**src/rtl/ser_bus_pkg.sv**
```systemverilog
// Shared command/response codes and frame-decoder state encoding for ser_bus_master.
package ser_bus_pkg;

  localparam logic [7:0] CMD_WR  = 8'h57;
  localparam logic [7:0] CMD_RD  = 8'h52;
  localparam logic [7:0] RSP_OK  = 8'h2E;
  localparam logic [7:0] RSP_ERR = 8'h3F;
  localparam logic [7:0] RSP_TMO = 8'h21;

  typedef enum logic [2:0] {
    StIdle,
    StAddr,
    StData,
    StBus,
    StReply
  } state_e;

endpackage

```
**src/rtl/sbm_reply.sv**
```systemverilog
// Reply serialiser: holds 1 or 4 bytes and hands them to the transmitter MSB first.
module sbm_reply (
  input  logic        clk,
  input  logic        rst,
  input  logic        load,
  input  logic        four,
  input  logic [31:0] data,
  input  logic        tx_rdy,
  output logic        tx_wr,
  output logic [7:0]  tx_data,
  output logic        done
);

  logic [31:0] sh_q;
  logic [2:0]  rem_q;

  assign tx_wr   = (rem_q != 3'd0) & tx_rdy;
  assign tx_data = sh_q[31:24];
  // Asserted while the final byte is being handed over.
  assign done    = tx_wr & (rem_q == 3'd1);

  always_ff @(posedge clk) begin
    if (rst) begin
      sh_q  <= '0;
      rem_q <= '0;
    end else if (load) begin
      sh_q  <= data;
      rem_q <= four ? 3'd4 : 3'd1;
    end else if (tx_wr) begin
      sh_q  <= {sh_q[23:0], 8'h00};
      rem_q <= rem_q - 3'd1;
    end
  end

endmodule

```
**src/rtl/ser_bus_master.sv**
```systemverilog
// Serial-command bus initiator: decodes W/R frames into stb/we/ack bus cycles.
// Optional ack timeout enabled by defining SBM_TIMEOUT_EN.
module ser_bus_master
  import ser_bus_pkg::*;
#(
  parameter int unsigned ADDR_W  = 24,
  parameter int unsigned TIMEOUT = 1024
) (
  input  logic              clk,
  input  logic              rst,
  input  logic              rx_rdy,
  input  logic [7:0]        rx_data,
  output logic              rx_rd,
  input  logic              tx_rdy,
  output logic              tx_wr,
  output logic [7:0]        tx_data,
  output logic              bus_stb,
  output logic              bus_we,
  output logic [ADDR_W-1:0] bus_addr,
  output logic [31:0]       bus_dout,
  input  logic [31:0]       bus_din,
  input  logic              bus_ack,
  output logic              busy
);

  state_e            state_q;
  logic [1:0]        cnt_q;
  logic              is_wr_q;
  logic [ADDR_W-1:0] addr_q;
  logic [31:0]       dout_q;
  logic              stb_q;
  logic              we_q;

  logic              rpl_load;
  logic              rpl_four;
  logic [31:0]       rpl_data;
  logic              rpl_done;
  logic              tmo_hit;

`ifdef SBM_TIMEOUT_EN
  localparam int unsigned TmoW = ($clog2(TIMEOUT) > 10) ? $clog2(TIMEOUT) : 10;
  logic [TmoW-1:0] tmo_q;
  assign tmo_hit = (state_q == StBus) && !bus_ack && (tmo_q == TmoW'(TIMEOUT - 1));
`else
  logic unused_tmo;
  assign unused_tmo = ^TIMEOUT;
  assign tmo_hit    = 1'b0;
`endif

  assign rx_rd    = ~rst & rx_rdy & (state_q inside {StIdle, StAddr, StData});
  assign bus_stb  = stb_q;
  assign bus_we   = we_q;
  assign bus_addr = addr_q;
  assign bus_dout = dout_q;
  assign busy     = (state_q != StIdle);

  always_comb begin
    rpl_load = 1'b0;
    rpl_four = 1'b0;
    rpl_data = '0;
    if (state_q == StIdle && rx_rd && rx_data != CMD_WR && rx_data != CMD_RD) begin
      rpl_load = 1'b1;
      rpl_data = {RSP_ERR, 24'h0};
    end else if (state_q == StBus && bus_ack) begin
      // Read data is captured straight into the reply shifter.
      rpl_load = 1'b1;
      rpl_four = ~is_wr_q;
      rpl_data = is_wr_q ? {RSP_OK, 24'h0} : bus_din;
    end else if (tmo_hit) begin
      rpl_load = 1'b1;
      rpl_data = {RSP_TMO, 24'h0};
    end
  end

  always_ff @(posedge clk) begin
    if (rst) begin
      state_q <= StIdle;
      cnt_q   <= '0;
      is_wr_q <= 1'b0;
      addr_q  <= '0;
      dout_q  <= '0;
      stb_q   <= 1'b0;
      we_q    <= 1'b0;
`ifdef SBM_TIMEOUT_EN
      tmo_q   <= '0;
`endif
    end else begin
`ifdef SBM_TIMEOUT_EN
      tmo_q <= (state_q == StBus) ? tmo_q + 1'b1 : '0;
`endif
      unique case (state_q)
        StIdle: begin
          if (rx_rd) begin
            cnt_q <= '0;
            if (rx_data == CMD_WR) begin
              is_wr_q <= 1'b1;
              state_q <= StAddr;
            end else if (rx_data == CMD_RD) begin
              is_wr_q <= 1'b0;
              state_q <= StAddr;
            end else begin
              state_q <= StReply;
            end
          end
        end
        StAddr: begin
          if (rx_rd) begin
            // Upper address bits fall off the top of the shifter.
            addr_q <= ADDR_W'({addr_q, rx_data});
            cnt_q  <= cnt_q + 2'd1;
            if (cnt_q == 2'd3) begin
              if (is_wr_q) begin
                state_q <= StData;
              end else begin
                state_q <= StBus;
                stb_q   <= 1'b1;
                we_q    <= 1'b0;
              end
            end
          end
        end
        StData: begin
          if (rx_rd) begin
            dout_q <= {dout_q[23:0], rx_data};
            cnt_q  <= cnt_q + 2'd1;
            if (cnt_q == 2'd3) begin
              state_q <= StBus;
              stb_q   <= 1'b1;
              we_q    <= 1'b1;
            end
          end
        end
        StBus: begin
          if (bus_ack || tmo_hit) begin
            stb_q   <= 1'b0;
            we_q    <= 1'b0;
            state_q <= StReply;
          end
        end
        StReply: begin
          if (rpl_done) state_q <= StIdle;
        end
        default: state_q <= StIdle;
      endcase
    end
  end

  sbm_reply u_reply (
    .clk     (clk),
    .rst     (rst),
    .load    (rpl_load),
    .four    (rpl_four),
    .data    (rpl_data),
    .tx_rdy  (tx_rdy),
    .tx_wr   (tx_wr),
    .tx_data (tx_data),
    .done    (rpl_done)
  );

endmodule

```
**config.mk**
```make
export PLATFORM = sky130hd
export DESIGN_NAME = ser_bus_master
export DESIGN_NICKNAME = d
export VERILOG_FILES = /design/src/rtl/ser_bus_pkg.sv /design/src/rtl/sbm_reply.sv /design/src/rtl/ser_bus_master.sv
export SDC_FILE = /design/constraint.sdc
export NUM_CORES = 1
export LEC_CHECK = 0
export ABC_AREA = 1
export BUFFER_PORTS_ARGS = -buffer_cell sky130_fd_sc_hd__buf_4
export CORE_MARGIN = 2
export CORE_UTILIZATION = 40
export CTS_CLUSTER_DIAMETER = 60
export CTS_CLUSTER_SIZE = 20
export DETAILED_ROUTE_END_ITERATION = 7
export SLEW_MARGIN = 10
export SYNTH_ARGS = -nofsm -noshare
export SYNTH_HDL_FRONTEND = slang
export SYNTH_SLANG_ARGS = --single-unit
```
**constraint.sdc**
```tcl
create_clock -name clk -period 3.35 [get_ports clk]
set_input_delay 0.1675 -clock clk [delete_from_list [all_inputs] [get_ports clk]]
set_output_delay 0.1675 -clock clk [all_outputs]
set_load 0.005 [all_outputs]
```
# After elaboration in Yosys (flattened, before gate mapping)
# Index checks and enable logic that the tools add are counted.
# classes
addsub,2
n_eq_ne,19
n_reduce_logical,19
mux,39
bitwise_logic,6
# ops
op,count
32-bit two-way mux,5
3-bit two-way mux,12
"8-bit by 7-bit == test with 1-bit output, second input constant",2
1-bit two-way mux,16
"8-bit by 7-bit inequality test with 1-bit output, second input constant",2
3-bit one-hot mux with 5 select lines,1
7-bit AND reduction,2
"2-bit inequality test, second input constant",6
3-bit nonzero test,4
"3-bit by 1-bit == test with 1-bit output, second input constant",2
"3-bit by 2-bit == test with 1-bit output, second input constant",2
"2-bit by 1-bit inequality test with 1-bit output, second input constant",3
1-bit one-hot mux with 3 select lines,2
3-bit AND reduction,2
2-bit nonzero test,3
1-bit bitwise AND,4
1-bit logical AND,4
2-bit two-way mux,2
2-bit one-hot mux with 2 select lines,1
2-bit AND reduction,2
"3-bit == test, second input constant",1
3-bit logical NOT,1
"3-bit by 1-bit subtractor with 3-bit output, second input constant",1
"2-bit by 1-bit adder with 2-bit output, second input constant",1
other kinds (3),4
# totals
register_bits,99
inputBits,45
wordCells,94
out_inout_bits,69

# Longest topological paths before layout
# Gate-level depths: netlist of the first run.
# depth
ltp_word,9
depth_mapped,11
mapped_depth_nobuf,10

# Hierarchy
# A second synthesis of the first run with hierarchy kept.
# hier_totals
cells_unflattened,660
hier_area_um2,4957.3
# by_module_without_submodules
mod,instances,cells_each,area_each_um2,seq_area_each_um2
ser_bus_master,1,402,3071.7,1281.2
sbm_reply,1,258,1885.6,700.7

# Worst setup path after synthesis of the first run
# OpenSTA, ideal clock, no wires.
# synth_path
path_type,reg-to-reg
start,register u_reply.rem_q[0]
end,register u_reply.rem_q[0]
setup_time_ps,116
slack_ps,1800
path_stages_with_launch,10
n_path_buf,1
period_less_slack_ps,1550
arrival_time_ps,1435
required_time_ps,3234
path_cell_list,dfxtp_1 -> inv_1 -> ha_1 -> ha_1 -> inv_1 -> nand2_1 -> clkbuf_1 -> xor2_1 -> o21ai_0 -> nor2_1
# synth_between
elab_chain_len,3
elab_cells_between_ends,6
cone_classes,1 x add/sub; 2 x mux; 1 x bitwise; 2 x reduce/logical
# synth_lines
item,line,rtl
start: declaration,sbm_reply.sv:15,logic [2:0] rem_q;
start signal: assignment,sbm_reply.sv:28,rem_q <= four ? 3'd4 : 3'd1;
start signal: assignment,sbm_reply.sv:31,rem_q <= rem_q - 3'd1;
3-bit by 1-bit subtractor with 3-bit output or 3-bit nonzero test (tied branches),"sbm_reply.sv:31, sbm_reply.sv:17",
3-bit two-way mux or 1-bit bitwise AND (tied branches),"sbm_reply.sv:29, sbm_reply.sv:17",
3-bit two-way mux or 2-bit nonzero test (tied branches),n/a,
# Several ways; a longest one is shown, not always the timed one. The select of a mux whose other input is x is not followed.
# A chain may end at the register's enable or synchronous reset.

# Final worst setup path of the first run
# layout_path
start,register state_q[2]
end,register u_reply.sh_q[14]
# layout_between
elab_chain_len,8
elab_cells_between_ends,16
cone_classes,3 x eq/ne; 5 x mux; 1 x bitwise; 7 x reduce/logical
# layout_lines
item,line,rtl
start: declaration,ser_bus_master.sv:26,state_e state_q;
start signal: assignment,ser_bus_master.sv:77,state_q <= StIdle;
start signal: assignment,ser_bus_master.sv:97,state_q <= StAddr;
start signal: assignment,ser_bus_master.sv:100,state_q <= StAddr;
3-bit by 1-bit == test with 1-bit output (tied with other cells),ser_bus_master.sv:50,"assign rx_rd = ~rst & rx_rdy & (state_q inside {StIdle, StAddr, StData});"
3-bit nonzero test,ser_bus_master.sv:50,
1-bit bitwise AND,ser_bus_master.sv:50,
1-bit logical AND (3 in series),ser_bus_master.sv:61,if (state_q == StIdle && rx_rd && rx_data != CMD_WR && rx_data != CMD_RD) begin
32-bit two-way mux or 1-bit two-way mux (tied branches),ser_bus_master.sv:61,
32-bit two-way mux or 2-bit nonzero test (tied branches),n/a,
end signal: assignment,sbm_reply.sv:27,sh_q <= data;
end signal: assignment,sbm_reply.sv:30,"sh_q <= {sh_q[23:0], 8'h00};"
end: declaration,sbm_reply.sv:14,logic [31:0] sh_q;
# Several ways; a longest one is shown, not always the timed one.

==> results.toml, run 1 <==
[global_route]
grt_pass1_wl_mm = 17.1
grt.overflow.total = 0
grt_max_degree = 65
antenna_found_initial = 0
grt_pass1_vias = 3644
track_usage_pct = 18.3

[timing]
slew_viol_final = 0
min_period_ns = 2.26
rsz0062_at_grt = "false"
setup_viol = 0
finalClockSkew_ns = 0.0141
clock.fmax_mhz = 443
worst_pin_slew_ns = 0.687
final-hold-violation-count = 0
period_share_pct = 67.4
fin_ws_ns = 1.09
slew_headroom_pct = 54.1
setup_tns_ns = 0

[clock_network]
cts_sinks = 99
clockBufferDepth = 2
cts_root_buffer = "clkbuf_8"
cts_max_level = 3
cts_setup_buffers = 0
cts.clk_slew.worst_paths_ns = 0.10
hold_buffers = 0
post_cts_resized = 0
cts_tree = "built"
worstSkewPairLatency_ns = 0.36
cts-buffers-inserted = 9

[pwr]
p_sw_share_pct = 27.4
power.switching_w = 0.000627
p_per_area_nw_per_um2 = 431
power_frac_clock_pct = 30.6
power_frac_seq_pct = 54.8
power.internal_w = 0.00166
peakVddDrop_v = 0.000214
leakage_nw = 2.36
pwr-share-comb_pct = 14.6

[synth]
netlist_area_um2 = 4300
synth_top_area_share_pct = 46.0
synth_fp_nets = 638
yosys-top-cells-count = "nand2_1 (122), dfxtp_1 (99), nor2_1 (88)"
netlist_instances = 589
synthArstFlopShare_pct = 0
synth_area_leaders = "dfxtp_1 (46%), nand2_1 (11%), nor2_1 (7.7%), inv_1 (6.5%), o21ai_0 (5.5%)"
ys_types = 26
syn_avg_cell_area_um2 = 7.31
seq_area_frac_synth_pct = 46.0
synth_edf_count = 0
yosysWarnings = 0
yosys_most_used_dff = "dfxtp_1"
synth.most_common_cell = "nand2_1"
synth_largest_area_cell = "dfxtp_1"
ys_seq_elements = 99

[critical_path]
critPathKind = "register to register"
worstPathArrival_ns = 2.56
reg2reg_depth = 8
required_ns = 3.65
endpoint_kind = "register"
critPathLaunchType = "register"
crit_fanout = 33

[die]
core_area_um2 = 10400
io_pins = 114
die_y_um = 108
num_rows = 37
chipWidth_um = 108
fp.dieArea_um2 = 11600
start_util_pct = 41.5

[finish]
syn_to_final_growth_pct = 23.5
drive_gt1_share_pct = 20.9
diodes = 0
n_fill_cell = 1060
fin_cells = 817
multiInputGateArea_um2 = 1810
regArea_um2 = 1980
nets = 725

[route]
vias_per_cell = 4.82
vias = 3939
wire_per_inst_um = 12.9
detail_route.iter0.violations = 173
drc_errors = 0
drt-total-wl_mm = 10.5
postRouteAntennaNets = 0
drtPass1Iterations = 5

[placement]
dp.final_hpwl_mm = 7.25
pre_cts_ws_ns = 1.07
place_inst = 801
portBuffers = 113
gp_congestion = 0.853

[hold_path]
min_path_type = "primary input to register"
holdPathStages = 3

[status]
outcome = "finished clean"

[run]
cap_violations = 0
[worst max-delay path: stages (launching register included)]
cell     delay (ns)
dfxtp_1        0.34
inv_1          0.07
nand2_1        0.13
nor2_2         0.06
nand2_2        0.45
nand3_1        0.62
inv_2          0.34
nor2_1         0.08
nor2_1         0.09
[routing by layer]
layer / part of all wire (%) / track usage [%]
met1: 48 / 25.9
met2: 44 / 27.1
met3: 6.5 / 4.36
met4: 1.1 / 6.04
met5: 0 / 0
[cell type report]
cell class                      count  area share (%)
Inverter                           76            5.37
Timing Repair Buffer              119            16.8
Clock inverter                      3           0.447
Sequential cell                    99            37.3
Tap cell                          136            3.20
Multi-Input combinational cell    371            34.1
Clock buffer                       13            2.80
[logic make-up after synthesis]
logic type	after synthesis	share of synthesized area, %
compound gates	114	16.3
xor+xnor	1	0.204
fa+ha+maj	4	1.16
buf+inv	119	11.9
flops	99	46.0
simple gates	252	24.4
[power by group through the flow]
stage          combinational, W  clock, W  sequential [W]
2_1_floorplan          0.000241         0         0.00128
3_3_place_gp           0.000330         0         0.00128
3_5_place_dp           0.000337         0         0.00128
4_1_cts                0.000339  0.000721         0.00126
5_1_grt                0.000390  0.000761         0.00126
6_report               0.000335  0.000700         0.00126
[cell usage in the layout, fill, tap and decap left out]
master      instances
nand2_4             1
nand2_2             1
inv_2               2
nor2_2              2
nor3_1              1
clkinv_4            1
nand2_1           122
inv_1              74
nor3_2              1
buf_4             119
nor2_1             87
clkbuf_8           10
nand3_2             1
nand3_1            18
nand4_1            16
clkinvlp_4          2
nor2_4              2
xor2_1              1
o21bai_1            1
o31ai_1            22
a21oi_1            15
o211ai_1            4
a211oi_1           25
dfxtp_1            99
o21ai_0            47
clkbuf_1            3
ha_1                4
[final timing paths]
path	from	endpoint	slack, ns
setup / recovery	state_q[2]$_SDFFE_PP0P_	u_reply.sh_q[14]$_SDFFE_PP0P_	1.09
hold / removal	rx_data[6]	bus_addr[6]$_SDFFE_PP0P_	0.02
setup reg to reg	state_q[2]$_SDFFE_PP0P_	u_reply.sh_q[14]$_SDFFE_PP0P_	1.09
hold reg to reg	bus_we$_SDFFE_PP0P_	bus_we$_SDFFE_PP0P_	0.45
[sequential cells by signal (all words and copies together) (netlist names)]
name,count
is_wr_q,1
bus_we,1
bus_stb,1
bus_addr,24
state_q,3
u_reply.sh_q,32
bus_dout,32
cnt_q,2
u_reply.rem_q,3
[stage by stage]
stage | power (W) | utilization [%] | hold slack (ns) | area [um2]
floorplan | 0.00152 | - | 0.280 | 4300
global placement | 0.00161 | 49.6 | 0.392 | 5140
detailed placement | 0.00162 | 49.6 | 0.389 | 5140
CTS | 0.00232 | 51.3 | 0.00320 | 5320
global route | 0.00241 | 51.3 | 0.0151 | 5320
finish | 0.00229 | 51.3 | 0.0196 | 5320
Note: power is estimated with default switching activity, not from simulation.
==> inputs of run 2 (changes only) <==
==> constraint.sdc (replaced) <==
create_clock -name clk -period 2.35 [get_ports clk]
set_input_delay 0.1175 -clock clk [delete_from_list [all_inputs] [get_ports clk]]
set_output_delay 0.1175 -clock clk [all_outputs]
set_load 0.005 [all_outputs]
==> run 2 against run 1 <==
  * Worst hold slack better by 0.0012 ns
  * Core utilization up 1.7 points
  * Non-clock buffer count up 9
  * Cell area up 3.2%
  * Critical endpoint is now u_reply.sh_q[20]$_SDFFE_PP0P_
  * Clock skew down 0.0051 ns
  * Sequential power up 42%
  * Die area unchanged
  * Via count up 0.58%
  * Largest cell class unchanged
  * Flip-flop and latch count unchanged
  * Combinational power up 48%
==> results.toml, run 2 (synthesized netlist as in run 1, its figures left out) <==
[pwr]
peakVddDrop_v = 0.000361
leakage_nw = 2.44
p_per_area_nw_per_um2 = 658

[critical_path]
required_ns = 2.64
slowest_delay_ns = 0.54
r2r-end = "u_reply.sh_q[9]$_SDFFE_PP0P_"
reg2reg_depth = 10
cp_slowest_cell = "dlygate4sd3_1"
critPathLaunchType = "primary input"
worstPathArrival_ns = 2.25
r2r-start = "u_reply.rem_q[0]$_SDFFE_PP0P_"
crit_fanout = 32
crit_chain = "dlygate4sd3_1 > buf_4 > inv_1 > nand2_1 > nor2_1 > nand2_1 > nand3_2 > buf_4 > nand2_2 > o21ai_0 > inv_1 > nor2_1"
worst-r2r-setup-slack_ns = 0.45
critPathKind = "primary input to register"
endpoint_kind = "register"

[clock_network]
cts-buffers-inserted = 9
worstSkewPairLatency_ns = 0.36
cts_max_level = 3
cts.clk_slew.worst_paths_ns = 0.09
cts_root_buffer = "clkbuf_8"
cts_sinks = 99
clockBufferDepth = 2
cts_tree = "built"

[timing]
setup_viol = 0
final-hold-violation-count = 0
slew_viol_final = 0
period_share_pct = 83.4
slew_headroom_pct = 53.5
setup_tns_ns = 0
finalClockSkew_ns = 0.00907
holdWs_ns = 0.0208
fin_ws_ns = 0.391
clock.fmax_mhz = 510
worst_pin_slew_ns = 0.697
rsz0062_at_grt = "false"
min_period_ns = 1.96

[run]
cap_violations = 0

[status]
outcome = "finished clean"

[finish]
diodes = 0
n_fill_cell = 1069
drive_gt1_share_pct = 21.4
final_common_cell = "nand2_1"
syn_to_final_growth_pct = 27.5
final_cell_mix = "nand2_1 (121), buf_4 (120), dfxtp_1 (99), nor2_1 (87), inv_1 (74)"
nets = 734

[hold_path]
min_path_type = "primary input to register"
whs_endpoint = "u_reply.sh_q[2]$_SDFFE_PP0P_"
min_from = "bus_din[2]"
holdPathStages = 3

[route]
vias = 3962
drt-total-wl_mm = 10.5
vias_per_cell = 4.80
wire_per_inst_um = 12.7
detail_route.iter0.violations = 168
drc_errors = 0
postRouteAntennaNets = 0
drtPass1Iterations = 6

[placement]
gp_congestion = 0.813
pre_cts_ws_ns = 0.419
dp.final_hpwl_mm = 7.30
portBuffers = 113

[global_route]
track_usage_pct = 18.5
grt.overflow.total = 0
grt_max_degree = 65
grt_pass1_vias = 3636
antenna_found_initial = 0
grt_pass1_wl_mm = 17.4

[die]
die_y_um = 108
num_rows = 37
io_pins = 114
fp.dieArea_um2 = 11600
core_area_um2 = 10400
chipWidth_um = 108
start_util_pct = 41.5
[run 2: cell types whose count changed in the layout (fill, tap and decap cells not counted), sizes merged]
cell / before / now
bufinv: 0 / 3
clkbuf: 13 / 9
inv: 76 / 79
clkinvlp: 2 / 0
dlygate4sd3: 0 / 7
buf: 119 / 121
[run 2: report_power, final]
| part | total, W | switching, W | internal (W) |
|---|---|---|---|
| clock | 0.00132 | 0.000607 | 0.000717 |
| sequential | 0.00179 | 0.0000376 | 0.00175 |
| combinational | 0.000497 | 0.000283 | 0.000213 |
[run 2: per-layer routing]
metal  global-route usage, %  share of wire, %  vias to the layer above
li1                        -                 -                     2085
met1                    25.0                48                     1781
met2                    28.9                45                       88
met3                    4.66               6.2                        8
met4                    5.49              0.76                        0
met5                       0                 0                        -
[run 2: final cells by class]
type,instances,area (um2),area share (%)
Multi-Input combinational cell,371,1810,33.1
Inverter,76,285,5.20
Clock buffer,9,124,2.26
Sequential cell,99,1980,36.1
Clock inverter,7,121,2.21
Tap cell,136,170,3.10
Timing Repair Buffer,128,991,18.1
[run 2: how the worst max path moves through the flow]
stage,from,end,slack [ns],depth (start not counted)
6_report,rx_data[5],u_reply.sh_q[20]$_SDFFE_PP0P_,0.39,12
5_1_grt,rx_data[5],u_reply.sh_q[20]$_SDFFE_PP0P_,0.16,12
4_1_cts,rx_data[5],u_reply.sh_q[20]$_SDFFE_PP0P_,0.23,12
3_5_place_dp,rx_data[7],u_reply.sh_q[22]$_SDFFE_PP0P_,0.42,11
3_3_place_gp,u_reply.rem_q[0]$_SDFFE_PP0P_,u_reply.sh_q[14]$_SDFFE_PP0P_,0.44,10
2_1_floorplan,u_reply.rem_q[0]$_SDFFE_PP0P_,u_reply.rem_q[0]$_SDFFE_PP0P_,0.80,9
[run 2: worst max-delay path, delay by kind of cell]
family,cells,cell delay [ns]
AO/OA/AOI/OAI,1,0.22
buffers and inverters,5,1.12
AND/OR/NAND/NOR,6,0.78
[run 2: what timing repair did]
| item | CTS | global route |
|---|---|---|
| resized for setup | 0 | 1 |
| endpoints found under the setup margin | 0 | 1 |
| hold endpoints to repair | 13 | 0 |
| hold buffers | 7 | 0 |
| setup buffers | 0 | 0 |
[run 2: stage by stage]
step | instance area [um2] | instances | utilization [%] | total power, W
final | 5490 | 826 | 52.9 | 0.00361
after global routing | 5490 | 826 | 52.9 | 0.00381
after CTS | 5490 | 826 | 52.9 | 0.00365
after detailed placement | 5170 | 803 | 49.9 | 0.00232
after global placement | 5170 | 803 | 49.9 | 0.00230
after floorplan | 4300 | 589 | - | 0.00216
==> inputs of run 3 (changes only) <==
--- a/config.mk
+++ b/config.mk
@@ -12,6 +12,7 @@
 export CTS_CLUSTER_DIAMETER = 60
 export CTS_CLUSTER_SIZE = 20
 export DETAILED_ROUTE_END_ITERATION = 7
+export PLACE_DENSITY = 0.66
 export SLEW_MARGIN = 10
 export SYNTH_ARGS = -nofsm -noshare
 export SYNTH_HDL_FRONTEND = slang
==> constraint.sdc (replaced) <==
create_clock -name clk -period 1.8 [get_ports clk]
set_input_delay 0.09 -clock clk [delete_from_list [all_inputs] [get_ports clk]]
set_output_delay 0.09 -clock clk [all_outputs]
set_load 0.005 [all_outputs]
==> run 3 against run 2 <==
  * Register-to-register slack worse by 0.33 ns
  * Sequential power is 31% higher
  * Worst setup slack got worse by 0.27 ns
  * Critical path depth is 5 lower
  * Global-route usage fell by 0.15 points
  * Clock skew is 0.00056 ns higher
  * Critical path type is now register to output port
  * Critical endpoint is now tx_wr
  * Largest cell class unchanged
  * Largest power group unchanged
==> results.toml, run 3 (synthesized netlist as in run 1, its figures left out) <==
[status]
outcome = "finished clean"

[global_route]
antenna_found_initial = 0
grt_pass1_vias = 3756
grt_pass1_wl_mm = 17.0
grt_max_degree = 65
track_usage_pct = 18.3
grt.overflow.total = 0

[timing]
slew_viol_final = 0
worst_pin_slew_ns = 0.694
final-hold-violation-count = 0
setup_viol = 0
finalClockSkew_ns = 0.00964
fin_ws_ns = 0.119
holdWs_ns = 0.0211
setup_tns_ns = 0
clock.fmax_mhz = 595
slew_headroom_pct = 53.7
period_share_pct = 93.4
rsz0062_at_grt = "true"
min_period_ns = 1.68

[pwr]
power.switching_w = 0.00120
leakage_nw = 2.47
p_sw_share_pct = 26.8
pwr-share-comb_pct = 15.2
peakVddDrop_v = 0.000393
power_frac_clock_pct = 32.6
power.internal_w = 0.00328
power_frac_seq_pct = 52.2
p_per_area_nw_per_um2 = 799

[clock_network]
cts_sinks = 99
cts_max_level = 3
cts_setup_buffers = 0
cts-buffers-inserted = 9
worstSkewPairLatency_ns = 0.37
cts.clk_slew.worst_paths_ns = 0.10
cts_root_buffer = "clkbuf_8"
cts_tree = "built"
clockBufferDepth = 2

[finish]
final_common_cell = "nand2_1"
syn_to_final_growth_pct = 30.1
final_cell_mix = "nand2_1 (120), buf_4 (118), dfxtp_1 (99), nor2_1 (86), inv_1 (73)"
final_cell_area_um2 = 5600
utilization_pct = 54.0
diodes = 0
nets = 744
n_fill_cell = 988
drive_gt1_share_pct = 22.1

[critical_path]
cp-startpoint = "u_reply.rem_q[0]$_SDFFE_PP0P_"
critPathLaunchType = "register"
reg2reg_depth = 10
endpoint_kind = "output port"
r2r-start = "u_reply.rem_q[0]$_SDFFE_PP0P_"
required_ns = 1.71
crit_buf_inv = 4
critPathKind = "register to output port"
crit_chain = "inv_1 > ha_1 > ha_1 > inv_1 > nand2_1 > inv_2 > buf_4"
worstPathArrival_ns = 1.59
worstSetupPathDepth = 7
crit_fanout = 5
worst-r2r-setup-slack_ns = 0.12
cp_top_family = "adder cells"
cp_slowest_cell = "dfxtp_1"
r2r-end = "u_reply.sh_q[9]$_SDFFE_PP0P_"
slowest_delay_ns = 0.34

[route]
vias_per_cell = 4.76
postRouteAntennaNets = 0
drc_errors = 0
detail_route.iter0.violations = 164
drt-total-wl_mm = 10.4
wire_per_inst_um = 12.4
drtPass1Iterations = 4
vias = 3979

[placement]
placed_area_um2 = 5220
dp.final_hpwl_mm = 6.90
gp_congestion = 0.850
portBuffers = 113
pre_cts_ws_ns = 0.0671

[hold_path]
holdPathStages = 5
min_path_type = "primary input to register"
whs_endpoint = "u_reply.sh_q[15]$_SDFFE_PP0P_"
min_from = "bus_din[15]"

[die]
chipWidth_um = 108
start_util_pct = 41.5
die_y_um = 108
num_rows = 37
io_pins = 114
core_area_um2 = 10400
fp.dieArea_um2 = 11600

[run]
cap_violations = 0
[run 3: changes by cell type in the layout (fill, tap and decap cells not counted), sizes merged]
| cell | before | now |
|---|---|---|
| buf | 121 | 123 |
| clkinv | 1 | 2 |
| dlygate4sd3 | 7 | 15 |
| inv | 79 | 77 |
| clkinvlp | 0 | 2 |
| bufinv | 3 | 1 |
| clkbuf | 9 | 10 |
[run 3: worst register-to-register path: stages (launching register included)]
cell and delay (ns):
dfxtp_1 0.34, inv_1 0.07, ha_1 0.20, ha_1 0.19, inv_1 0.05, nand2_1 0.12, nand3_1 0.20, buf_12 0.17
inv_2 0.08, nor2_1 0.12, nor2_1 0.05
[run 3: metrics by stage]
stage | power, W | std cells
floorplan | 0.00282 | 589
global placement | 0.00301 | 805
detailed placement | 0.00303 | 805
CTS | 0.00452 | 836
global route | 0.00473 | 836
finish | 0.00448 | 836
[run 3: power by group through the flow]
| stage | clock [W] | combinational [W] | sequential (W) |
|---|---|---|---|
| detailed placement | 0 | 0.000642 | 0.00239 |
| floorplan | 0 | 0.000449 | 0.00237 |
| CTS | 0.00151 | 0.000673 | 0.00234 |
| global placement | 0 | 0.000630 | 0.00238 |
| global route | 0.00159 | 0.000783 | 0.00235 |
| finish | 0.00146 | 0.000683 | 0.00234 |
[run 3: layer usage]
layer	GRT usage [%]	part of all wire (%)	up-vias
met1	23.3	45	1772
li1	-	-	2105
met3	4.60	7.0	15
met5	0	0	-
met2	28.9	46	87
met4	8.79	1.9	0
[run 3: area by class of cell]
type	instances	area (um2)	share of cell area (%)
inverters	76	285	5.09
clock buffers	10	138	2.46
repair buffers	138	1130	20.1
clock inverters	6	63.8	1.14
multi-input cells	371	1840	32.8
flip-flops and latches	99	1980	35.4
well taps	136	170	3.04
[run 3: how the worst max path moves through the flow]
stage               slack, ns                            end
global placement         0.15        state_q[0]$_SDFFE_PP0P_
detailed placement       0.07        state_q[0]$_SDFFE_PP0P_
CTS                     0.003                          rx_rd
global route            -0.01  u_reply.sh_q[11]$_SDFFE_PP0P_
finish                   0.12                          tx_wr
floorplan                0.25  u_reply.rem_q[0]$_SDFFE_PP0P_
[run 3: what timing repair did]
item / in CTS / in global routing
hold endpoints to repair: 21 / 0
setup endpoints to repair: 0 / 18
resized for setup: 0 / 10
hold buffers: 15 / 0
